File: src/rtl/dac_frame_receiver.sv
// Serial DAC frame receiver: shifts SYNC_bar-delimited bits MSB first, validates
// 32-bit frames, decodes command fields and keeps frame/error statistics.
module dac_frame_receiver (
  input  logic        clk,
  input  logic        reset,
  input  logic        clk_en,
  input  logic        SYNC_bar,
  input  logic        Din,
  output logic [31:0] frame,
  output logic        frame_valid,
  output logic [3:0]  cmd,
  output logic [3:0]  addr,
  output logic [15:0] data,
  output logic [7:0]  pd_state,
  output logic        frame_err,
  output logic [5:0]  bit_count,
  output logic [15:0] frame_cnt,
  output logic [7:0]  err_cnt
);

  typedef enum logic [1:0] {WAIT_HIGH, IDLE, SHIFT, OVER} state_t;

  state_t      state_q, state_d;
  logic [31:0] shift_q, shift_d;
  logic [5:0]  bit_count_q, bit_count_d;
  logic [31:0] frame_q, frame_d;
  logic [3:0]  cmd_q, cmd_d;
  logic [3:0]  addr_q, addr_d;
  logic [15:0] data_q, data_d;
  logic [7:0]  pd_q, pd_d;
  logic        fv_q, fv_d;
  logic        fe_q, fe_d;
  logic [15:0] fcnt_q, fcnt_d;
  logic [7:0]  ecnt_q, ecnt_d;

  always_comb begin
    state_d     = state_q;
    shift_d     = shift_q;
    bit_count_d = bit_count_q;
    frame_d     = frame_q;
    cmd_d       = cmd_q;
    addr_d      = addr_q;
    data_d      = data_q;
    pd_d        = pd_q;
    fv_d        = 1'b0;
    fe_d        = 1'b0;
    fcnt_d      = fcnt_q;
    ecnt_d      = ecnt_q;

    case (state_q)
      WAIT_HIGH: begin
        if (SYNC_bar) state_d = IDLE;
      end
      IDLE: begin
        if (!SYNC_bar) begin
          state_d     = SHIFT;
          bit_count_d = '0;
          if (clk_en) begin
            shift_d     = {shift_q[30:0], Din};
            bit_count_d = 6'd1;
          end
        end
      end
      SHIFT, OVER: begin
        // Frame closes on the SYNC_bar-high edge itself so a one-cycle gap
        // leaves IDLE ready for the next frame's first edge.
        if (SYNC_bar) begin
          state_d     = IDLE;
          bit_count_d = '0;
          if (bit_count_q == 6'd32) begin
            fv_d    = 1'b1;
            frame_d = shift_q;
            cmd_d   = shift_q[27:24];
            addr_d  = shift_q[23:20];
            data_d  = shift_q[19:4];
            if (shift_q[27:24] == 4'b0100) pd_d = shift_q[7:0];
            if (fcnt_q != 16'hFFFF) fcnt_d = fcnt_q + 16'd1;
          end else begin
            fe_d = 1'b1;
            if (ecnt_q != 8'hFF) ecnt_d = ecnt_q + 8'd1;
          end
        end else if (clk_en && state_q == SHIFT) begin
          if (bit_count_q == 6'd32) begin
            state_d     = OVER;
            bit_count_d = 6'd33;
          end else begin
            shift_d     = {shift_q[30:0], Din};
            bit_count_d = bit_count_q + 6'd1;
          end
        end
      end
      default: state_d = WAIT_HIGH;
    endcase
  end

  always_ff @(posedge clk or posedge reset) begin
    if (reset) begin
      state_q     <= WAIT_HIGH;
      shift_q     <= '0;
      bit_count_q <= '0;
      frame_q     <= '0;
      cmd_q       <= '0;
      addr_q      <= '0;
      data_q      <= '0;
      pd_q        <= '0;
      fv_q        <= 1'b0;
      fe_q        <= 1'b0;
      fcnt_q      <= '0;
      ecnt_q      <= '0;
    end else begin
      state_q     <= state_d;
      shift_q     <= shift_d;
      bit_count_q <= bit_count_d;
      frame_q     <= frame_d;
      cmd_q       <= cmd_d;
      addr_q      <= addr_d;
      data_q      <= data_d;
      pd_q        <= pd_d;
      fv_q        <= fv_d;
      fe_q        <= fe_d;
      fcnt_q      <= fcnt_d;
      ecnt_q      <= ecnt_d;
    end
  end

  assign frame       = frame_q;
  assign frame_valid = fv_q;
  assign cmd         = cmd_q;
  assign addr        = addr_q;
  assign data        = data_q;
  assign pd_state    = pd_q;
  assign frame_err   = fe_q;
  assign bit_count   = bit_count_q;
  assign frame_cnt   = fcnt_q;
  assign err_cnt     = ecnt_q;

endmodule

File: config.mk
export PLATFORM = sky130hd
export DESIGN_NAME = dac_frame_receiver
export DESIGN_NICKNAME = d
export VERILOG_FILES = /design/src/rtl/dac_frame_receiver.sv
export SDC_FILE = /design/constraint.sdc
export NUM_CORES = 1
export LEC_CHECK = 0
export BUFFER_PORTS_ARGS = -buffer_cell sky130_fd_sc_hd__buf_2
export CORE_ASPECT_RATIO = 0.6
export CORE_MARGIN = 8
export CORE_UTILIZATION = 54
export CTS_CLUSTER_SIZE = 8
export DETAILED_ROUTE_END_ITERATION = 10
export GPL_ROUTABILITY_DRIVEN = 0
export GPL_TIMING_DRIVEN = 0
export PLACE_DENSITY = 0.79
export SKIP_CTS_REPAIR_TIMING = 1
export SLEW_MARGIN = 20
export SYNTH_ARGS = -nofsm -noshare
export SYNTH_HDL_FRONTEND = slang
export SYNTH_SLANG_ARGS = --single-unit
File: constraint.sdc
create_clock -name clk -period 3.35 [get_ports clk]
set_input_delay 0.335 -clock clk [delete_from_list [all_inputs] [get_ports clk]]
set_output_delay 0.335 -clock clk [all_outputs]
set_load 0.1 [all_outputs]
Yosys cells after proc, flatten, opt, wreduce, memory -nomap -nowiden
Index checks and enable logic that the tools add are counted.
Storage, ports and cells
  flip-flop bits (word level): 130
  input port bits: 5
  output and inout port bits: 96
  logic and storage cells: 66
Cells by class
  add/sub/neg operators: 3
  eq/ne operators: 15
  mux-type cells: 24
  bitwise gates (word level): 1
  reductions and logical operators: 11
Operators with widths (count)
  two-way mux 32 bit: 5
  one-hot mux 32 bit (2 select lines): 1
  two-way mux 6 bit: 4
  adder 16 x 1 -> 16 bit (second input constant): 1
  inequality test 16 bit (second input constant): 1
  AND reduction 4 bit: 4
  inequality test 2 bit (second input constant): 6
  one-hot mux 6 bit (2 select lines): 1
  two-way mux 2 bit: 5
  adder 8 x 1 -> 8 bit (second input constant): 1
  inequality test 8 bit (second input constant): 1
  two-way mux 1 bit: 7
  adder 6 x 1 -> 6 bit (second input constant): 1
  equality test 6 bit (second input constant): 1
  inequality test 3 bit (second input constant): 2
  one-hot mux 2 bit (3 select lines): 1
  AND reduction 3 bit: 2
  AND reduction 6 bit: 1
  equality test 2 bit (second input constant): 2
  equality test 4 x 3 -> 1 bit (second input constant): 1
  equality test 2 x 1 -> 1 bit (second input constant): 1
  logical NOT 2 bit: 1
  nonzero test 2 bit: 1
  OR reduction 2 bit: 1
  2 further kinds: 2

Logic depth before layout (Yosys ltp)
Gate-level depths: netlist (run 1).
  word-level depth: 5
  mapped depth: 9

Worst setup path after synthesis (run 1)
No wires, ideal clock.
  kind: register to register
  start point: register bit_count_q[2] (netlist: bit_count[2])
  end point: register pd_q[0] (netlist: pd_state[0])
  arrival time: 2445 ps
  required time: 3225 ps
  slack: 779 ps
  cell stages (with the launch flop): 6
  buffers on the path: 1
  period minus slack after synthesis: 2571 ps
  cell sequence: dfrtp_1 -> or3_4 -> or2_1 -> buf_6 -> nor4_4 -> mux2_2
On the way
  word-level cells in the longest chain between the ends: 2
RTL lines
  start, declared: line 25  | logic [5:0] bit_count_q, bit_count_d;
  start signal, assigned: line 113  | bit_count_q <= bit_count_d;
  equality test 6 bit: line 70  | if (bit_count_q == 6'd32) begin
  AND reduction 4 bit (no line)
  end signal, assigned: line 118  | pd_q <= pd_d;
  end, declared: line 30  | logic [7:0] pd_q, pd_d;
No other way between the ends.
A chain may end at the register's enable or synchronous reset.

Worst setup path in the final report (run 1)
  start point: register bit_count_q[2] (netlist: bit_count[2])
  end point: register shift_q[25]
On the way
  word-level cells in the longest chain between the ends: 3
RTL lines
  equality test 6 bit: line 83  | if (bit_count_q == 6'd32) begin
  inequality test 2 bit (no line)
  AND reduction 6 bit (no line)
  end signal, assigned: line 112  | shift_q <= shift_d;
  end, declared: line 24  | logic [31:0] shift_q, shift_d;
No other way between the ends.

==> impl_metrics.prom, run 1 <==
# TYPE chip_impl_metric gauge
chip_impl_metric{name="yosys_warnings",unit=""} 0
chip_impl_info{name="hold_endpoint",value="state_q[1]$_DFFE_PP0P_"} 1
chip_impl_metric{name="floorplan.die_area",unit="sq um"} 12200
chip_impl_info{name="end_of_the_worst_register_to_register_path",value="shift_q[25]$_DFFE_PP0P_"} 1
chip_impl_metric{name="synth-edff-count",unit=""} 0
chip_impl_metric{name="area_delta_synth_final",unit="%"} 21.1
chip_impl_metric{name="clock-skew-final",unit="ns"} 0.00553
chip_impl_metric{name="fillerInstances",unit=""} 618
chip_impl_metric{name="design_power_total",unit="W"} 0.00341
chip_impl_info{name="min-delay-start",value="SYNC_bar"} 1
chip_impl_metric{name="pwr_density_cell",unit="nW/um^2"} 588
chip_impl_metric{name="drt_first_pass_iters",unit=""} 5
chip_impl_metric{name="timing.final.max_slew_violations",unit=""} 0
chip_impl_info{name="post_synth_main_area_contributors",value="dfrtp_1 (55%), mux2_2 (8.9%), nand2_1 (8.2%), buf_4 (4.1%), xor2_1 (2.9%)"} 1
chip_impl_metric{name="syn_area",unit="sq um"} 4790
chip_impl_metric{name="critical_path_peak_fanout",unit=""} 10
chip_impl_metric{name="proportion_of_register_bits_with_asynchronous_set_or_reset_after_synthesis",unit=""} 1.00
chip_impl_info{name="timing.critical_path.to_type",value="register"} 1
chip_impl_metric{name="cts_max_path_buffers",unit=""} 2
chip_impl_metric{name="max_clock_freq",unit="MHz"} 390
chip_impl_metric{name="routed_wirelength",unit="mm"} 10.7
chip_impl_metric{name="synth_area_per_cell",unit="sq um"} 10.6
chip_impl_metric{name="crit_arrival",unit="ns"} 2.79
chip_impl_metric{name="residual_overflow_from_global_routing",unit=""} 0
chip_impl_metric{name="synth-seq-area-share",unit=""} 0.554
chip_impl_metric{name="power.ir.vdd_worst",unit="mV"} 0.775
chip_impl_metric{name="synth.lib_cells_used.distinct",unit=""} 48
chip_impl_metric{name="initial_utilization",unit=""} 0.560
chip_impl_metric{name="cells_after_synthesis",unit=""} 450
chip_impl_info{name="critPathSlowestCell",value="nor3_1"} 1
chip_impl_metric{name="detail_route.vias_per_cell",unit=""} 5.40
chip_impl_metric{name="worst_slew_pin_slew",unit="ns"} 0.999
chip_impl_metric{name="std_cell_rows",unit=""} 26
chip_impl_info{name="rsz_0062_raised_after_global_routing",value="false"} 1
chip_impl_metric{name="dpl.hpwl",unit="mm"} 7.84
chip_impl_metric{name="detail_route.drc_violations",unit=""} 0
chip_impl_metric{name="worst_reg2reg_setup_slack",unit="ns"} 0.79
chip_impl_metric{name="detail_route.iter0.violations",unit=""} 259
chip_impl_info{name="cell_at_the_root_of_the_clock_tree",value="clkbuf_16"} 1
chip_impl_info{name="worstReg2RegStart",value="bit_count[2]$_DFFE_PP0P_"} 1
chip_impl_metric{name="hold_slack",unit="ns"} 0.273
chip_impl_metric{name="cpPeakStageDelay",unit="ns"} 0.54
chip_impl_metric{name="cp_data_required_time",unit="ns"} 3.58
chip_impl_metric{name="r2r.worst_path.cells",unit=""} 5
chip_impl_metric{name="io_buffers",unit=""} 99
chip_impl_metric{name="grt_first_pass_wirelength",unit="mm"} 17.6
chip_impl_metric{name="cells_on_worst_hold_path",unit=""} 2
chip_impl_metric{name="cts-buffers-inserted",unit=""} 9
chip_impl_metric{name="n_antenna_cell",unit=""} 0
chip_impl_metric{name="period_share",unit=""} 0.764
chip_impl_metric{name="timing_hold_violations_final",unit=""} 0
chip_impl_metric{name="num_ports",unit=""} 101
chip_impl_metric{name="synth.ff_latch_count",unit=""} 106
chip_impl_info{name="post-synth-top-area-cell",value="dfrtp_1"} 1
chip_impl_info{name="synthFlopType",value="dfrtp_1"} 1
chip_impl_metric{name="final_util",unit=""} 0.678
chip_impl_metric{name="clk_latency",unit="ns"} 0.35
chip_impl_info{name="tritoncts",value="built"} 1
chip_impl_metric{name="count_of_maximum_capacitance_violations",unit=""} 0
chip_impl_metric{name="route.vias.total",unit=""} 3666
chip_impl_info{name="worst_setup_path_start_kind",value="register"} 1
chip_impl_metric{name="ant_nets",unit=""} 0
chip_impl_info{name="status",value="complete, no violations"} 1
chip_impl_metric{name="core_ar",unit="sq um"} 8560
chip_impl_metric{name="layout-drive-gt1-share",unit=""} 0.337
chip_impl_info{name="worst_hold_path_type",value="in -> reg"} 1
chip_impl_metric{name="h-tree-depth",unit=""} 3
chip_impl_info{name="cp_cell_sequence",value="nor3_1 -> nand2_1 -> a21oi_2 -> buf_4 -> mux2_2"} 1
chip_impl_metric{name="clock_sinks",unit=""} 106
chip_impl_metric{name="design.final.nets",unit=""} 571
chip_impl_metric{name="die_height",unit="um"} 89.0
chip_impl_metric{name="chipWidth",unit="um"} 138
chip_impl_metric{name="grt_start_max_net_pins",unit=""} 78
chip_impl_metric{name="clk_pin_slew",unit="ns"} 0.07
chip_impl_metric{name="total_leakage_power",unit="nW"} 3.20
chip_impl_metric{name="number_of_global_route_vias_before_repair",unit=""} 3515
chip_impl_metric{name="synth_top_area_frac",unit=""} 0.554
chip_impl_metric{name="global_route_usage_over_all_layers",unit=""} 0.183
chip_impl_metric{name="drt-wirelength-per-cell",unit="um"} 15.8
chip_impl_metric{name="timing.slew.headroom",unit=""} 0.328
chip_impl_info{name="path_class",value="reg -> reg"} 1
chip_impl_metric{name="initial_antenna_violation_count",unit=""} 0
chip_impl_metric{name="syn-num-nets",unit=""} 459
chip_impl_metric{name="period_needed",unit="ns"} 2.56
chip_impl_metric{name="setup_viol",unit=""} 0
==> how the worst max path moves through the flow <==
stage,slack (ns),from,end
final,0.79,bit_count[2]$_DFFE_PP0P_,shift_q[25]$_DFFE_PP0P_
after global routing,0.58,bit_count[0]$_DFFE_PP0P_,shift_q[25]$_DFFE_PP0P_
after CTS,0.80,bit_count[2]$_DFFE_PP0P_,shift_q[25]$_DFFE_PP0P_
after detailed placement,0.82,bit_count[2]$_DFFE_PP0P_,shift_q[25]$_DFFE_PP0P_
after global placement,-0.86,reset,err_cnt[4]$_DFFE_PP0P_
after floorplan,0.23,reset,bit_count[0]$_DFFE_PP0P_
==> registers in the layout, summed over array words and instances (netlist names) <==
name	count
frame	32
shift_q	32
frame_cnt	16
err_cnt	8
pd_state	8
bit_count	6
state_q	2
frame_err	1
frame_valid	1
==> report_power, final <==
part           total, W  internal, W  switching [W]
Clock           0.00116     0.000683       0.000479
Combinational  0.000632     0.000205       0.000427
Sequential      0.00162      0.00144       0.000176
==> cell type report <==
cell class | instances | area [sq um] | share of cell area
Timing Repair Buffer | 101 | 533 | 0.0919
Buffer | 42 | 267 | 0.0459
Sequential cell | 106 | 2650 | 0.457
Clock buffer | 10 | 239 | 0.0412
Clock inverter | 6 | 95.1 | 0.0164
Inverter | 10 | 42.5 | 0.00733
Tap cell | 112 | 140 | 0.0242
Multi-Input combinational cell | 292 | 1830 | 0.316
==> cells by family (layout without fill, tap and decap cells) <==
kind of cell,after synthesis,in the layout,synth area share
AND/OR/NAND/NOR,186,186,0.186
flip-flops,106,106,0.554
buffers and inverters,52,169,0.0635
AO/OA/AOI/OAI,43,43,0.0585
multiplexers,38,38,0.0893
XOR/XNOR,21,21,0.0384
adder cells (fa/ha/maj),4,4,0.0104
==> Yosys cell counts, types with 3 or more instances <==
master,instances
xnor2_1,5
o22ai_1,9
nor3_1,12
nor2_1,8
o21ai_0,6
and4_1,3
xor2_1,16
nor4_1,3
nor2b_1,3
a21oi_1,11
nand3_1,20
dfrtp_1,106
mux2_2,38
ha_1,4
buf_2,3
clkbuf_1,12
inv_1,9
buf_4,26
nand2b_1,4
and3_1,6
nand2_1,105
nand4_1,7
==> metal layers <==
metal / part of all wire / vias to the layer above / GRT usage
li1: - / 1746 / -
met4: 0.0063 / 0 / 0.0422
met1: 0.45 / 1785 / 0.245
met2: 0.45 / 124 / 0.275
met3: 0.090 / 11 / 0.0696
met5: 0 / - / 0
==> critical path: cells and delay by family (launching register included) <==
family / cells / cell delay [ns]
mux: 1 / 0.36
simple gates: 2 / 0.80
flops: 1 / 0.46
buf+inv: 1 / 0.29
compound gates: 1 / 0.53
==> cell usage in the layout (no fill, tap or decap), types with 9 or more instances in the layout <==
master     count
nor3_1        12
xor2_1        16
mux2_2        38
dfrtp_1      106
buf_2        102
nand2_1      105
o22ai_1        9
clkbuf_1      12
buf_4         26
a21oi_1       11
nand3_1       20
clkbuf_16      9
==> through the flow <==
step / area (sq um) / setup TNS (ns) / setup slack [ns] / instances
global route: 5800 / 0 / 0.581 / 679
global placement: 5430 / -90.32 / -0.859 / 661
CTS: 5790 / 0 / 0.804 / 678
detailed placement: 5460 / 0 / 0.823 / 662
finish: 5800 / 0 / 0.789 / 679
floorplan: 4790 / 0 / 0.226 / 450
Note: power is estimated with default switching activity, not from simulation.
==> inputs of run 2 (changes only) <==
==> constraint.sdc (replaced) <==
create_clock -name clk -period 2.6 [get_ports clk]
set_input_delay 0.26 -clock clk [delete_from_list [all_inputs] [get_ports clk]]
set_output_delay 0.26 -clock clk [all_outputs]
set_load 0.1 [all_outputs]
==> run 2 against run 1 <==
Non-clock buffer count increased by 2. Power increased by 22%. Sequential power increased by 28%. Clock skew increased by 0.0025 ns. Clock power increased by 9%. Combinational power increased by 29%. Sequential share of layout area increased by 0.059 points. Count of clock-buffer cells in the layout unchanged. Maximum frequency increased by 5.3%. Die area unchanged. Final area decreased by 0.13%. Largest cell class unchanged.
==> impl_metrics.prom, run 2 (synthesized netlist as in run 1, its figures left out) <==
# TYPE chip_impl_metric gauge
chip_impl_metric{name="critical_path_peak_fanout",unit=""} 8
chip_impl_metric{name="residual_overflow_from_global_routing",unit=""} 0
chip_impl_info{name="timing.critical_path.to_type",value="register"} 1
chip_impl_metric{name="drt-wirelength-per-cell",unit="um"} 15.7
chip_impl_metric{name="io_buffers",unit=""} 99
chip_impl_metric{name="clk_latency",unit="ns"} 0.35
chip_impl_metric{name="cpPeakStageDelay",unit="ns"} 0.57
chip_impl_metric{name="timing.final.max_slew_violations",unit=""} 0
chip_impl_metric{name="num_ports",unit=""} 101
chip_impl_metric{name="clk_pin_slew",unit="ns"} 0.07
chip_impl_metric{name="floorplan.die_area",unit="sq um"} 12200
chip_impl_metric{name="layout-drive-gt1-share",unit=""} 0.339
chip_impl_metric{name="core_ar",unit="sq um"} 8560
chip_impl_metric{name="h-tree-depth",unit=""} 3
chip_impl_metric{name="cp_data_required_time",unit="ns"} 2.83
chip_impl_metric{name="total_leakage_power",unit="nW"} 3.18
chip_impl_info{name="final_cell_mix",value="dfrtp_1 (106), nand2_1 (105), buf_2 (102)"} 1
chip_impl_info{name="worstReg2RegStart",value="bit_count[0]$_DFFE_PP0P_"} 1
chip_impl_metric{name="design_power_total",unit="W"} 0.00416
chip_impl_metric{name="route.vias.total",unit=""} 3655
chip_impl_metric{name="timing.slew.headroom",unit=""} 0.313
chip_impl_info{name="worst_hold_path_type",value="in -> reg"} 1
chip_impl_metric{name="share_comb_of_total_power",unit=""} 0.195
chip_impl_info{name="worst_setup_path_startpoint",value="bit_count[0]$_DFFE_PP0P_"} 1
chip_impl_metric{name="count_of_maximum_capacitance_violations",unit=""} 0
chip_impl_info{name="worstSetupEndpoint",value="pd_state[5]$_DFFE_PP0P_"} 1
chip_impl_metric{name="cts_max_path_buffers",unit=""} 2
chip_impl_metric{name="design.final.nets",unit=""} 573
chip_impl_info{name="path_class",value="reg -> reg"} 1
chip_impl_metric{name="crit_arrival",unit="ns"} 2.67
chip_impl_metric{name="dpl.hpwl",unit="mm"} 8.00
chip_impl_metric{name="period_share",unit=""} 0.936
chip_impl_metric{name="detail_route.vias_per_cell",unit=""} 5.37
chip_impl_metric{name="period_needed",unit="ns"} 2.43
chip_impl_metric{name="pwr_density_cell",unit="nW/um^2"} 719
chip_impl_metric{name="initial_utilization",unit=""} 0.560
chip_impl_metric{name="netSwitchingFraction",unit=""} 0.332
chip_impl_metric{name="die_height",unit="um"} 89.0
chip_impl_metric{name="n_antenna_cell",unit=""} 0
chip_impl_metric{name="share_clk_of_total_power",unit=""} 0.305
chip_impl_metric{name="max_clock_freq",unit="MHz"} 411
chip_impl_metric{name="drt_first_pass_iters",unit=""} 4
chip_impl_info{name="min-delay-start",value="SYNC_bar"} 1
chip_impl_metric{name="power.ir.vdd_worst",unit="mV"} 1.20
chip_impl_info{name="status",value="complete, no violations"} 1
chip_impl_metric{name="r2r.worst_path.cells",unit=""} 7
chip_impl_metric{name="grt_start_max_net_pins",unit=""} 35
chip_impl_metric{name="timing_hold_violations_final",unit=""} 0
chip_impl_info{name="layout.cells.most_common",value="dfrtp_1"} 1
chip_impl_info{name="end_of_the_worst_register_to_register_path",value="pd_state[5]$_DFFE_PP0P_"} 1
chip_impl_metric{name="detail_route.drc_violations",unit=""} 0
chip_impl_metric{name="clock-skew-final",unit="ns"} 0.00801
chip_impl_metric{name="ant_nets",unit=""} 0
chip_impl_metric{name="number_of_global_route_vias_before_repair",unit=""} 3538
chip_impl_metric{name="internal-power",unit="W"} 0.00278
chip_impl_metric{name="routed_wirelength",unit="mm"} 10.7
chip_impl_metric{name="initial_antenna_violation_count",unit=""} 0
chip_impl_metric{name="final_util",unit=""} 0.677
chip_impl_info{name="cp_cell_sequence",value="inv_1 -> ha_1 -> nand4_1 -> or2_1 -> buf_6 -> nor4_4 -> mux2_2"} 1
chip_impl_info{name="critPathSlowestCell",value="nor4_4"} 1
chip_impl_metric{name="worst_reg2reg_setup_slack",unit="ns"} 0.17
chip_impl_metric{name="sequentialPowerShare",unit=""} 0.500
chip_impl_metric{name="clock_sinks",unit=""} 106
chip_impl_metric{name="detail_route.iter0.violations",unit=""} 262
chip_impl_metric{name="fin_setup_tns",unit="ns"} 0
chip_impl_metric{name="area_delta_synth_final",unit="%"} 21.0
chip_impl_metric{name="worst_slew_pin_slew",unit="ns"} 1.02
chip_impl_metric{name="grt_first_pass_wirelength",unit="mm"} 17.8
chip_impl_info{name="worst_setup_path_start_kind",value="register"} 1
chip_impl_metric{name="setup_viol",unit=""} 0
chip_impl_metric{name="global_route_usage_over_all_layers",unit=""} 0.184
chip_impl_info{name="cell_at_the_root_of_the_clock_tree",value="clkbuf_16"} 1
chip_impl_metric{name="switching_power",unit="W"} 0.00138
chip_impl_info{name="tritoncts",value="built"} 1
chip_impl_info{name="rsz_0062_raised_after_global_routing",value="false"} 1
chip_impl_metric{name="std_cell_rows",unit=""} 26
chip_impl_metric{name="chipWidth",unit="um"} 138
chip_impl_metric{name="cts-buffers-inserted",unit=""} 9
-- run 2: cell types whose count changed in the layout (fill, tap and decap cells not counted), moves of 2 or more --
cell        delta
bufinv_16      -2
inv_6          -2
buf_12         +2
clkinv_4       -2
clkinvlp_4     +5
-- run 2: worst max-delay path: cells and delay by family, from the launching register on --
family | cells | cell delay [ns]
buffers and inverters | 2 | 0.26
multiplexers | 1 | 0.42
flip-flops | 1 | 0.42
AND/OR/NAND/NOR | 3 | 1.00
adder cells (fa/ha/maj) | 1 | 0.21
-- run 2: worst min path at each step --
stage / endpoint / slack [ns] / cells after the start
2_1_floorplan: shift_q[0]$_DFFE_PP0P_ / 0.41 / 2
3_3_place_gp: frame[29]$_DFFE_PP0P_ / 0.45 / 2
3_5_place_dp: frame[31]$_DFFE_PP0P_ / 0.34 / 2
4_1_cts: frame[19]$_DFFE_PP0P_ / -0.03 / 2
5_1_grt: shift_q[0]$_DFFE_PP0P_ / 0.22 / 3
6_report: state_q[1]$_DFFE_PP0P_ / 0.20 / 2
-- run 2: area by class of cell --
cell class,count,area [sq um]
Clock inverter,6,50.0
Multi-Input combinational cell,292,1840
Tap cell,112,140
Buffer,42,268
Sequential cell,106,2650
Timing Repair Buffer,103,573
Fill cell,673,2760
Inverter,10,41.3
Clock buffer,10,229
-- run 2: power by group through the flow --
| stage | clock network, W | registers [W] | logic [W] |
|---|---|---|---|
| global route | 0.00136 | 0.00213 | 0.000869 |
| CTS | 0.00129 | 0.00208 | 0.000817 |
| finish | 0.00127 | 0.00208 | 0.000813 |
| floorplan | 0 | 0.00237 | 0.000356 |
| global placement | 0 | 0.00209 | 0.000780 |
| detailed placement | 0 | 0.00211 | 0.000814 |
-- run 2: routing by layer --
metal  up-vias  global-route usage  wire [um]
li1       1741                   -          -
met1      1794               0.255       5050
met2       105               0.274       4680
met3        15              0.0572        813
met4         0              0.0510        139
met5         -                   0          0
-- run 2: metrics by stage --
stage	hold WS [ns]	cell area, sq um	setup slack [ns]	instances
after floorplan	0.413	4790	0.0294	450
after global placement	0.453	5430	0.147	661
after detailed placement	0.344	5500	0.120	664
after CTS	-0.0318	5780	0.104	680
after global routing	0.219	5790	0.0323	681
final	0.201	5790	0.168	681
